**src/rtl/ai_classify_scheduler_pkg.sv**
```systemverilog
// Shared types for the classification scheduler: waveform codes, confidence
// ceiling, FSM encoding and the history entry layout.
package ai_classify_scheduler_pkg;

    typedef enum logic [2:0] {
        WT_UNKNOWN  = 3'd0,
        WT_SINE     = 3'd1,
        WT_SQUARE   = 3'd2,
        WT_TRIANGLE = 3'd3,
        WT_SAWTOOTH = 3'd4,
        WT_NOISE    = 3'd5
    } wave_type_e;

    localparam logic [7:0] CONF_MAX = 8'd100;

    typedef enum logic [2:0] {
        ST_IDLE     = 3'd0,
        ST_START    = 3'd1,
        ST_WAIT_CLS = 3'd2,
        ST_VOTE     = 3'd3,
        ST_HOLD     = 3'd4
    } state_e;

    typedef struct packed {
        logic [2:0] wtype;
        logic [7:0] conf;
    } hist_entry_t;

    function automatic logic [7:0] sat_conf(input logic [7:0] v);
        return (v > CONF_MAX) ? CONF_MAX : v;
    endfunction

endpackage

```
**src/rtl/ai_classify_scheduler_if.sv**
```systemverilog
// Classifier handshake plus voted result bus between the scheduler (master)
// and the extractor/classifier/UI side (slave).
interface ai_classify_scheduler_if;
    logic       feat_start;
    logic [2:0] cls_type;
    logic [7:0] cls_conf;
    logic       cls_valid;
    logic [2:0] stable_type;
    logic [7:0] stable_conf;
    logic       stable_valid;
    logic       stable_changed;

    modport master (
        output feat_start, stable_type, stable_conf, stable_valid, stable_changed,
        input  cls_type, cls_conf, cls_valid
    );

    modport slave (
        input  feat_start, stable_type, stable_conf, stable_valid, stable_changed,
        output cls_type, cls_conf, cls_valid
    );
endinterface

```
**src/rtl/ai_classify_scheduler_cls_vote_hist.sv**
```systemverilog
// Shift-register history of classifier results; reports how many entries
// agree with the newest type and the summed confidence of those entries.
module cls_vote_hist
    import ai_classify_scheduler_pkg::*;
#(
    parameter int  HIST_DEPTH = 4,
    localparam int LOG2_D     = $clog2(HIST_DEPTH),
    localparam int CNT_W      = $clog2(HIST_DEPTH + 1),
    localparam int SUM_W      = 8 + LOG2_D
) (
    input  logic              clk,
    input  logic              rst_n,
    input  logic              push,
    input  hist_entry_t       push_entry,
    output logic [2:0]        newest_type,
    output logic [CNT_W-1:0]  match_cnt,
    output logic [SUM_W-1:0]  match_sum
);

    hist_entry_t [HIST_DEPTH-1:0] hist_q, hist_d;
    logic [HIST_DEPTH-1:0]        match;

    // Entry 0 is the newest; the oldest falls off the top on every push.
    always_comb begin
        hist_d = hist_q;
        if (push) hist_d = {hist_q[HIST_DEPTH-2:0], push_entry};
    end

    always_ff @(posedge clk) begin
        if (!rst_n) hist_q <= '0;
        else        hist_q <= hist_d;
    end

    for (genvar g = 0; g < HIST_DEPTH; g++) begin : g_match
        assign match[g] = (hist_q[g].wtype == hist_q[0].wtype);
    end

    always_comb begin
        match_cnt = '0;
        match_sum = '0;
        for (int i = 0; i < HIST_DEPTH; i++) begin
            if (match[i]) begin
                match_cnt = match_cnt + CNT_W'(1);
                match_sum = match_sum + SUM_W'(hist_q[i].conf);
            end
        end
    end

    assign newest_type = hist_q[0].wtype;

endmodule

```
**src/rtl/ai_classify_scheduler.sv**
```systemverilog
// Launches feature-extraction runs, waits (with timeout) for the classifier
// and majority-votes the recent results into a stable type/confidence.
module ai_classify_scheduler
    import ai_classify_scheduler_pkg::*;
#(
    parameter int HIST_DEPTH  = 4,
    parameter int VOTE_MIN    = 3,
    parameter int TIMEOUT_CYC = 65535
) (
    input  logic        clk,
    input  logic        rst_n,
    input  logic        enable,
    input  logic        single_shot,
    input  logic [23:0] interval,
    input  logic        clear_err,
    output logic        busy,
    output logic        timeout_err,
    ai_classify_scheduler_if.master bus
);

    localparam int LOG2_D = $clog2(HIST_DEPTH);
    localparam int CNT_W  = $clog2(HIST_DEPTH + 1);
    localparam int SUM_W  = 8 + LOG2_D;
    localparam int TO_W   = $clog2(TIMEOUT_CYC + 1);
    localparam int CTR_W  = (TO_W > 24) ? TO_W : 24;

    localparam logic [CTR_W-1:0] TO_LAST    = CTR_W'(TIMEOUT_CYC - 1);
    localparam logic [CNT_W-1:0] VOTE_MIN_C = CNT_W'(VOTE_MIN);

    state_e             state_q, state_d;
    logic [CTR_W-1:0]   cnt_q, cnt_d;
    logic [2:0]         stable_type_q, stable_type_d;
    logic [7:0]         stable_conf_q, stable_conf_d;
    logic               stable_valid_q, stable_valid_d;
    logic               stable_changed_q, stable_changed_d;
    logic               timeout_err_q, timeout_err_d;

    logic               push;
    hist_entry_t        push_entry;
    logic [2:0]         newest_type;
    logic [CNT_W-1:0]   match_cnt;
    logic [SUM_W-1:0]   match_sum;
    logic [7:0]         conf_avg;
    logic               unused_sum_lsb;
    logic [CTR_W-1:0]   hold_len;

    cls_vote_hist #(.HIST_DEPTH(HIST_DEPTH)) u_hist (
        .clk         (clk),
        .rst_n       (rst_n),
        .push        (push),
        .push_entry  (push_entry),
        .newest_type (newest_type),
        .match_cnt   (match_cnt),
        .match_sum   (match_sum)
    );

    // Dropping the low bits divides the matching sum by the full depth, so
    // disagreeing entries pull the confidence down.
    assign conf_avg       = match_sum[SUM_W-1:LOG2_D];
    assign unused_sum_lsb = ^match_sum[LOG2_D-1:0];
    assign hold_len       = (interval == '0) ? CTR_W'(1) : CTR_W'(interval);

    always_comb begin
        state_d          = state_q;
        cnt_d            = cnt_q;
        push             = 1'b0;
        push_entry       = '0;
        stable_type_d    = stable_type_q;
        stable_conf_d    = stable_conf_q;
        stable_valid_d   = 1'b0;
        stable_changed_d = 1'b0;
        timeout_err_d    = clear_err ? 1'b0 : timeout_err_q;

        case (state_q)
            ST_IDLE: begin
                if (enable || single_shot) state_d = ST_START;
            end
            ST_START: begin
                cnt_d   = '0;
                state_d = ST_WAIT_CLS;
            end
            ST_WAIT_CLS: begin
                if (bus.cls_valid) begin
                    push       = 1'b1;
                    push_entry = '{wtype: bus.cls_type, conf: bus.cls_conf};
                    state_d    = ST_VOTE;
                end else if (cnt_q == TO_LAST) begin
                    // A missing result counts as an unknown vote; set beats clear.
                    push          = 1'b1;
                    timeout_err_d = 1'b1;
                    state_d       = ST_VOTE;
                end else begin
                    cnt_d = cnt_q + CTR_W'(1);
                end
            end
            ST_VOTE: begin
                if (match_cnt >= VOTE_MIN_C && newest_type != WT_UNKNOWN) begin
                    stable_type_d    = newest_type;
                    stable_conf_d    = sat_conf(conf_avg);
                    stable_changed_d = (newest_type != stable_type_q);
                end
                stable_valid_d = 1'b1;
                cnt_d          = '0;
                state_d        = ST_HOLD;
            end
            ST_HOLD: begin
                if ((cnt_q + CTR_W'(1)) >= hold_len) state_d = enable ? ST_START : ST_IDLE;
                else                                 cnt_d   = cnt_q + CTR_W'(1);
            end
            default: state_d = ST_IDLE;
        endcase
    end

    always_ff @(posedge clk) begin
        if (!rst_n) begin
            state_q          <= ST_IDLE;
            cnt_q            <= '0;
            stable_type_q    <= '0;
            stable_conf_q    <= '0;
            stable_valid_q   <= 1'b0;
            stable_changed_q <= 1'b0;
            timeout_err_q    <= 1'b0;
        end else begin
            state_q          <= state_d;
            cnt_q            <= cnt_d;
            stable_type_q    <= stable_type_d;
            stable_conf_q    <= stable_conf_d;
            stable_valid_q   <= stable_valid_d;
            stable_changed_q <= stable_changed_d;
            timeout_err_q    <= timeout_err_d;
        end
    end

    assign bus.feat_start     = (state_q == ST_START);
    assign bus.stable_type    = stable_type_q;
    assign bus.stable_conf    = stable_conf_q;
    assign bus.stable_valid   = stable_valid_q;
    assign bus.stable_changed = stable_changed_q;
    assign busy               = (state_q != ST_IDLE);
    assign timeout_err        = timeout_err_q;

endmodule
```
**src/flat_wrapper.sv**
```systemverilog
// flat-port wrapper written by rule: the top's interface ports become plain ports
module ai_classify_scheduler_flat import ai_classify_scheduler_pkg::*;
#(
    parameter int HIST_DEPTH  = 4,
    parameter int VOTE_MIN    = 3,
    parameter int TIMEOUT_CYC = 65535
)
  (clk, rst_n, enable, single_shot, interval, clear_err, busy, timeout_err, bus_feat_start, bus_stable_type, bus_stable_conf, bus_stable_valid, bus_stable_changed, bus_cls_type, bus_cls_conf, bus_cls_valid);
  ai_classify_scheduler_if bus_i ();
  input  logic clk;
  input  logic rst_n;
  input  logic enable;
  input  logic single_shot;
  input  logic [23:0] interval;
  input  logic clear_err;
  output logic busy;
  output logic timeout_err;
  output wire logic [$bits(bus_i.feat_start)-1:0] bus_feat_start;
  output wire logic [$bits(bus_i.stable_type)-1:0] bus_stable_type;
  output wire logic [$bits(bus_i.stable_conf)-1:0] bus_stable_conf;
  output wire logic [$bits(bus_i.stable_valid)-1:0] bus_stable_valid;
  output wire logic [$bits(bus_i.stable_changed)-1:0] bus_stable_changed;
  input wire logic [$bits(bus_i.cls_type)-1:0] bus_cls_type;
  input wire logic [$bits(bus_i.cls_conf)-1:0] bus_cls_conf;
  input wire logic [$bits(bus_i.cls_valid)-1:0] bus_cls_valid;
  assign bus_feat_start = bus_i.feat_start;
  assign bus_stable_type = bus_i.stable_type;
  assign bus_stable_conf = bus_i.stable_conf;
  assign bus_stable_valid = bus_i.stable_valid;
  assign bus_stable_changed = bus_i.stable_changed;
  assign bus_i.cls_type = bus_cls_type;
  assign bus_i.cls_conf = bus_cls_conf;
  assign bus_i.cls_valid = bus_cls_valid;
  ai_classify_scheduler #(.HIST_DEPTH(HIST_DEPTH), .VOTE_MIN(VOTE_MIN), .TIMEOUT_CYC(TIMEOUT_CYC)) u_core (.clk(clk), .rst_n(rst_n), .enable(enable), .single_shot(single_shot), .interval(interval), .clear_err(clear_err), .busy(busy), .timeout_err(timeout_err), .bus(bus_i));
endmodule
```
**config.mk**
```make
export PLATFORM = sky130hd
export DESIGN_NAME = ai_classify_scheduler_flat
export DESIGN_NICKNAME = d
export VERILOG_FILES = /design/src/rtl/ai_classify_scheduler_pkg.sv /design/src/rtl/ai_classify_scheduler_if.sv /design/src/rtl/ai_classify_scheduler_cls_vote_hist.sv /design/src/rtl/ai_classify_scheduler.sv /design/src/flat_wrapper.sv
export SDC_FILE = /design/constraint.sdc
export NUM_CORES = 1
export LEC_CHECK = 0
export ABC_AREA = 1
export CAP_MARGIN = 0
export CORE_MARGIN = 2
export CORE_UTILIZATION = 63
export DETAILED_ROUTE_END_ITERATION = 6
export PLACE_DENSITY = 0.95
export SETUP_SLACK_MARGIN = 0.15
export SYNTH_ARGS = -nofsm -noshare
export SYNTH_HDL_FRONTEND = slang
export SYNTH_SLANG_ARGS = --single-unit
```
**constraint.sdc**
```tcl
create_clock -name clk -period 6.4 [get_ports clk]
set_input_delay 1.28 -clock clk [delete_from_list [all_inputs] [get_ports clk]]
set_output_delay 1.28 -clock clk [all_outputs]
set_load 0.05 [all_outputs]
```
# Word level (Yosys, flattened, before mapping)
# Index checks and enable logic that the tools add are counted.
[op_classes]
n_reduce_logical = 12
muxes = 28
eq_ne = 15
add_sub_neg = 6
magnitude_cmp = 3
[ops]
columns = ["op", "count"]
rows = [
  ["2-to-1 mux 24 bit", 4],
  ["one-hot mux 24 bit (3 select lines)", 1],
  ["adder 24 x 1 -> 24 bit (second input constant)", 1],
  ["== test 24 x 16 -> 1 bit (second input constant)", 1],
  ["greater-or-equal comparator 24 bit", 1],
  ["zero test 24 bit", 1],
  ["2-to-1 mux 11 bit", 2],
  ["adder 10 x 8 -> 10 bit", 2],
  ["2-to-1 mux 10 bit", 2],
  ["2-to-1 mux 3 bit", 6],
  ["one-hot mux 3 bit (5 select lines)", 1],
  ["adder 8 x 8 -> 9 bit", 1],
  ["== test 3 bit", 3],
  ["2-to-1 mux 1 bit", 9],
  ["2-to-1 mux 9 bit", 1],
  ["nonzero test 3 bit", 3],
  ["greater-than comparator 8 x 7 -> 1 bit (second input constant)", 1],
  ["2-to-1 mux 8 bit", 1],
  ["adder 3 x 1 -> 3 bit (second input constant)", 2],
  ["== test 3 x 2 -> 1 bit (second input constant)", 2],
  ["!= test 2 bit (second input constant)", 3],
  ["AND reduction 3 bit", 2],
  ["!= test 2 x 1 -> 1 bit (second input constant)", 2],
  ["AND reduction 4 bit", 1],
  ["11 further kinds", 11],
]
[word_totals]
word_cells = 79
out_inout_bits = 16
in_bits = 41
ff_bits = 85

# Depth between registers and ports, before layout
[logic_depth]
ltp_word = 9
ltp_mapped = 30
mapped_depth_nobuf = 30

# Cells and area by module
# From an unflattened synthesis, not the netlist that was laid out.
[unflattened]
hier_cells = 1039
area_unflattened_um2 = 6637.6
[modules_own_cells]
columns = ["mod", "seq_area_each_um2", "area_each_um2", "cells_each", "n_inst"]
rows = [
  ["ai_classify_scheduler", 820.8, 3368.2, 543, 1],
  ["cls_vote_hist", 880.8, 3269.4, 496, 1],
]

# Worst setup path before layout
# OpenSTA, ideal clock, no wires.
[synth_path]
path_type = "reg-to-reg"
startpoint = "register u_core.u_hist.hist_q[0] (netlist name)"
endpoint = "register u_core.stable_conf_q[2], in the netlist u_core.bus.stable_conf[2]"
path_buffers = 0
synth_period_minus_slack_ns = 3.847
path_stages_with_launch = 26
setup_time_ns = 0.114
arrival_ns = 3.734
path_slack_ns = 2.553
required_ns = 6.286
path_cell_list = "dfxtp_1 -> ha_1 -> fa_1 -> xnor2_1 -> o21ai_0 -> ha_1 -> a21oi_1 -> nand2_1 -> nand2_1 -> nand2_1 -> nand2_1 -> nand2_1 -> xor2_1 -> o21ai_1 -> ha_1 -> nand2_1 -> nor2_1 -> a211oi_1 -> nand2_2 -> nand2_2 -> nand2_2 -> nand3_4 -> xor2_4 -> nand2_1 -> o21bai_1 -> inv_1"
[synth_via]
elab_chain_cells = 8
[synth_lines]
columns = ["element", "line_no", "text"]
rows = [
  ["start: declaration", "ai_classify_scheduler_cls_vote_hist.sv:20", "hist_entry_t [HIST_DEPTH-1:0] hist_q, hist_d;"],
  ["start signal: assignment", "ai_classify_scheduler_cls_vote_hist.sv:31", "else hist_q <= hist_d;"],
  ["adder 8 x 8 -> 9 bit", "ai_classify_scheduler_cls_vote_hist.sv:44", "match_sum = match_sum + SUM_W'(hist_q[i].conf);"],
  ["2-to-1 mux 9 bit *", "ai_classify_scheduler_cls_vote_hist.sv:42", "if (match[i]) begin"],
  ["adder 10 x 8 -> 10 bit", "ai_classify_scheduler_cls_vote_hist.sv:44", ""],
  ["2-to-1 mux 10 bit *", "ai_classify_scheduler_cls_vote_hist.sv:42", ""],
  ["adder 10 x 8 -> 10 bit", "ai_classify_scheduler_cls_vote_hist.sv:44", ""],
  ["2-to-1 mux 10 bit *", "ai_classify_scheduler_cls_vote_hist.sv:42", ""],
  ["greater-than comparator 8 x 7 -> 1 bit", "ai_classify_scheduler_pkg.sv:30", "return (v > CONF_MAX) ? CONF_MAX : v;"],
  ["2-to-1 mux 8 bit *", "ai_classify_scheduler_pkg.sv:30", ""],
  ["end signal: assignment", "ai_classify_scheduler.sv:127", "stable_conf_q <= stable_conf_d;"],
  ["end: declaration", "ai_classify_scheduler.sv:33", "logic [7:0] stable_conf_q, stable_conf_d;"],
]
# Mark *: on every way between the ends. The rest lies on a longest branch, timed or not.
# A chain may end at the register's enable or synchronous reset.

# Final worst setup path
[layout_path]
startpoint = "register u_core.u_hist.hist_q[0] (netlist name)"
endpoint = "register u_core.stable_conf_q[6], in the netlist u_core.bus.stable_conf[6]"
# Same word-level chain as after synthesis.

==> qor.csv <==
stage;metric;value;unit
layout;seqCellArea;1700;µm²
synth;ys_warn_count;0;
synth;yosys.cell_types.count;53;
detailed_routing;wl_per_cell;13.7;µm
worst_setup_path;path_max_fanout;5;
worst_setup_path;critPathLaunchType;flop;
worst_setup_path;r2r-start;u_core.u_hist.hist_q[0]$_SDFFE_PN0P_;
sta;hold_viol;0;
layout;area_delta_synth_final;13.6;%
worst_setup_path;path_class;reg2reg;
sta;fmaxAchievable;0.227;GHz
floorplanning;dieWidth;102;µm
pwr;pwr-share-clk;22.9;%
clock_tree;cts-root-buf;clkbuf_8;
worst_setup_path;r2r-end;u_core.bus.stable_conf[6]$_SDFFE_PN0P_;
floorplanning;pin_count;57;
layout;n_antenna_cell;0;
worst_setup_path;r2r_cells;23;
outcome;status;complete, no violations;
layout;fin_nets;1035;
global_route;grt_pass1_vias;5612;
hold_path;hp-start;u_core.bus.stable_conf[7]$_SDFFE_PN0P_;
layout;drive_gt1_share;7.29;%
synth;synthesis.nets;994;
clock_tree;clock_path_buffers;2;
pwr;power.density;266;nW/µm²
pwr;peakVddDrop;0.178;mV
placement;dp.cells;1060;
placement;port_buffers;56;
clock_tree;cts_tree;done;
layout;final_common_cell;nand2_1;
detailed_routing;vias;6180;
worst_setup_path;reg2reg_slack;2000;ps
sta;fin_skew;15.1;ps
sta;slew_viol_final;0;
synth;yosysSeqAreaShare;28.1;%
worst_setup_path;cp-end-kind;flop;
clock_tree;insertion_delay;370;ps
job;max-cap-violations;0;
detailed_routing;postRouteAntennaNets;0;
layout;instances_no_fill;1076;
synth;avgSynthCellArea;6.73;µm²
hold_path;holdPathEnd;u_core.bus.stable_conf[7]$_SDFFE_PN0P_;
global_route;grt_pass1_wl;25000;µm
sta;tightest_slew;920;ps
placement;gp_congestion;0.934;
clock_tree;cts_htree_levels;3;
worst_setup_path;crit_arrival;4670;ps
synth;syn_inst;901;
detailed_routing;via_per_inst;5.74;
global_route;grtUsageTotal;29.4;%
sta;setup_tns;0;ps
sta;setup_violations;0;
global_route;antenna_found_initial;0;
detailed_routing;first_iter_violations;404;
detailed_routing;drtPass1Iterations;5;
clock_tree;clk_pin_slew;90;ps
floorplanning;core;9280;µm²
pwr;internal_power;1050;µW
detailed_routing;drc;0;
floorplanning;rows;35;
floorplanning;die_height;102;µm
clock_tree;post_cts_buffers;0;
layout;mostFrequentLayoutCells;174 x nand2_1, 119 x inv_1, 90 x a21oi_1, 86 x nor2_1, 85 x dfxtp_1;
pwr;power.switching;781;µW
pwr;seq_power_share;36.6;%
synth;ys_ff_latch;85;
sta;finalCritPeriodShare;68.8;%
sta;min_period;4400;ps
layout;nFillCells;741;
worst_setup_path;cp.required;6660;ps
synth;synth_area;6060;µm²
sta;maxSlewHeadroom;38.6;%
pwr;swShare;42.7;%
clock_tree;cts.sinks;85;
clock_tree;post_cts_resized;0;
pwr;leakagePower;0.00319;µW
detailed_routing;routed_wl;14700;µm
hold_path;holdPathStages;2;
pwr;combPwrFrac;40.5;%
placement;dpl.hpwl;10900;µm
global_route;grt_overflow;0;
clock_tree;cts_made_buffers;9;
hold_path;hold_path.class;reg2reg;
sta;grt_setup_unrepaired;no;
layout;multiInputGateArea;3740;µm²
floorplanning;initial_utilization;65.3;%
global_route;grt_max_degree;46;
clock_tree;cts.hold.buffers_added;0;
floorplanning;die_area;10400;µm²
final cells by class:
cell class	count	area share, %
multi-input cells	656	54.3
flip-flops and latches	85	24.7
repair buffers	57	8.25
inverters	133	7.29
well taps	129	2.34
clock buffers	10	2.00
clock inverters	6	1.09
cell usage after synthesis (all sizes together):
master / number / share of area [%]
nor2: 94 / 6.5
o31a: 1 / 0.14
xnor2: 8 / 1.5
o211ai: 3 / 0.37
clkbuf: 18 / 1.1
a211oi: 5 / 0.70
o21a: 2 / 0.25
dfxtp: 85 / 28
o31ai: 1 / 0.12
nor3: 17 / 1.7
ha: 49 / 10
and3: 1 / 0.10
or2: 1 / 0.10
nand3: 66 / 6.1
o311ai: 2 / 0.29
a41oi: 1 / 0.14
or3: 1 / 0.10
o2111ai: 1 / 0.14
nand2: 189 / 13
o21ai: 77 / 6.4
o22ai: 2 / 0.31
nand3b: 2 / 0.25
inv: 133 / 8.3
xor2: 11 / 1.9
a21oi: 90 / 7.4
a31oi: 3 / 0.31
o21bai: 5 / 0.62
fa: 3 / 0.99
buf: 9 / 0.87
nor4: 5 / 0.87
nand4: 14 / 1.4
a41o: 1 / 0.17
and2: 1 / 0.10
how the worst max path moves through the flow:
stage	start	end	slack (ps)	cells after the start
3_3_place_gp	u_core.u_hist.hist_q[0]$_SDFFE_PN0P_	u_core.bus.stable_conf[2]$_SDFFE_PN0P_	2170	26
5_1_grt	u_core.u_hist.hist_q[0]$_SDFFE_PN0P_	u_core.bus.stable_conf[6]$_SDFFE_PN0P_	1500	26
4_1_cts	u_core.u_hist.hist_q[0]$_SDFFE_PN0P_	u_core.bus.stable_conf[6]$_SDFFE_PN0P_	2040	26
2_1_floorplan	u_core.u_hist.hist_q[0]$_SDFFE_PN0P_	u_core.bus.stable_conf[2]$_SDFFE_PN0P_	2550	25
3_5_place_dp	u_core.u_hist.hist_q[0]$_SDFFE_PN0P_	u_core.bus.stable_conf[6]$_SDFFE_PN0P_	2060	26
6_report	u_core.u_hist.hist_q[0]$_SDFFE_PN0P_	u_core.bus.stable_conf[6]$_SDFFE_PN0P_	2000	23
power by group through the flow:
stage               sequential (µW)  combinational (µW)  clock, µW
floorplan                       660                 568          0
global placement                674                 699          0
detailed placement              677                 718          0
CTS                             666                 729        420
global route                    677                 832        445
finish                          670                 741        419
routing by layer:
metal | up-vias | global-route usage, % | part of all wire, %
li1 | 3045 | - | -
met1 | 2835 | 41.5 | 45
met2 | 275 | 47.7 | 46
met3 | 25 | 3.97 | 7.8
met4 | 0 | 7.90 | 1.2
met5 | - | 0 | 0
critical path: stages (launching register included):
cell and delay [ps]:
dfxtp_1 390, ha_1 270, fa_1 410, xnor2_1 150, o21ai_0 320, ha_1 350, a21oi_1 160, nand2_1 110
xnor2_1 150, nand2_1 70, o21a_1 130, ha_1 330, a21oi_1 240, nor2_1 60, a211oi_1 290, nand2_2 100
nand2_1 70, nand3_1 60, o21ai_1 130, nand3_1 110, nand3_2 110, nand2_1 80, o21bai_1 140, inv_1 50
registers in the layout, summed over array words and instances, names as in the netlist:
name                       cells
u_core.cnt_q                  24
u_core.bus.stable_conf         8
u_core.state_q                 3
u_core.u_hist.hist_q          41
u_core.bus.stable_type         3
u_core.bus.stable_changed      1
u_core.timeout_err             1
u_core.u_hist.newest_type      3
u_core.bus.stable_valid        1
cell families after synthesis:
family                     count (synthesis)  share of synthesized area (%)
DFF                                       85                           28.1
buffers and inverters                    160                           10.3
and+or+nand+nor                          391                           29.8
adders and majority gates                 52                           11.1
AOI/OAI and AO/OA                        194                           17.4
xor gates and xnor gates                  19                           3.36
metrics by stage:
step,utilization (%),total power (µW),hold slack [ps],worst slack [ps],instance area (µm²)
finish,74.2,1830,466,2000,6890
global placement,71.9,1370,442,2170,6670
floorplan,-,1230,454,2550,6060
detailed placement,71.9,1400,457,2060,6670
CTS,74.2,1810,471,2040,6890
global route,74.2,1950,499,1500,6890
Note: power is estimated with default switching activity, not from simulation.
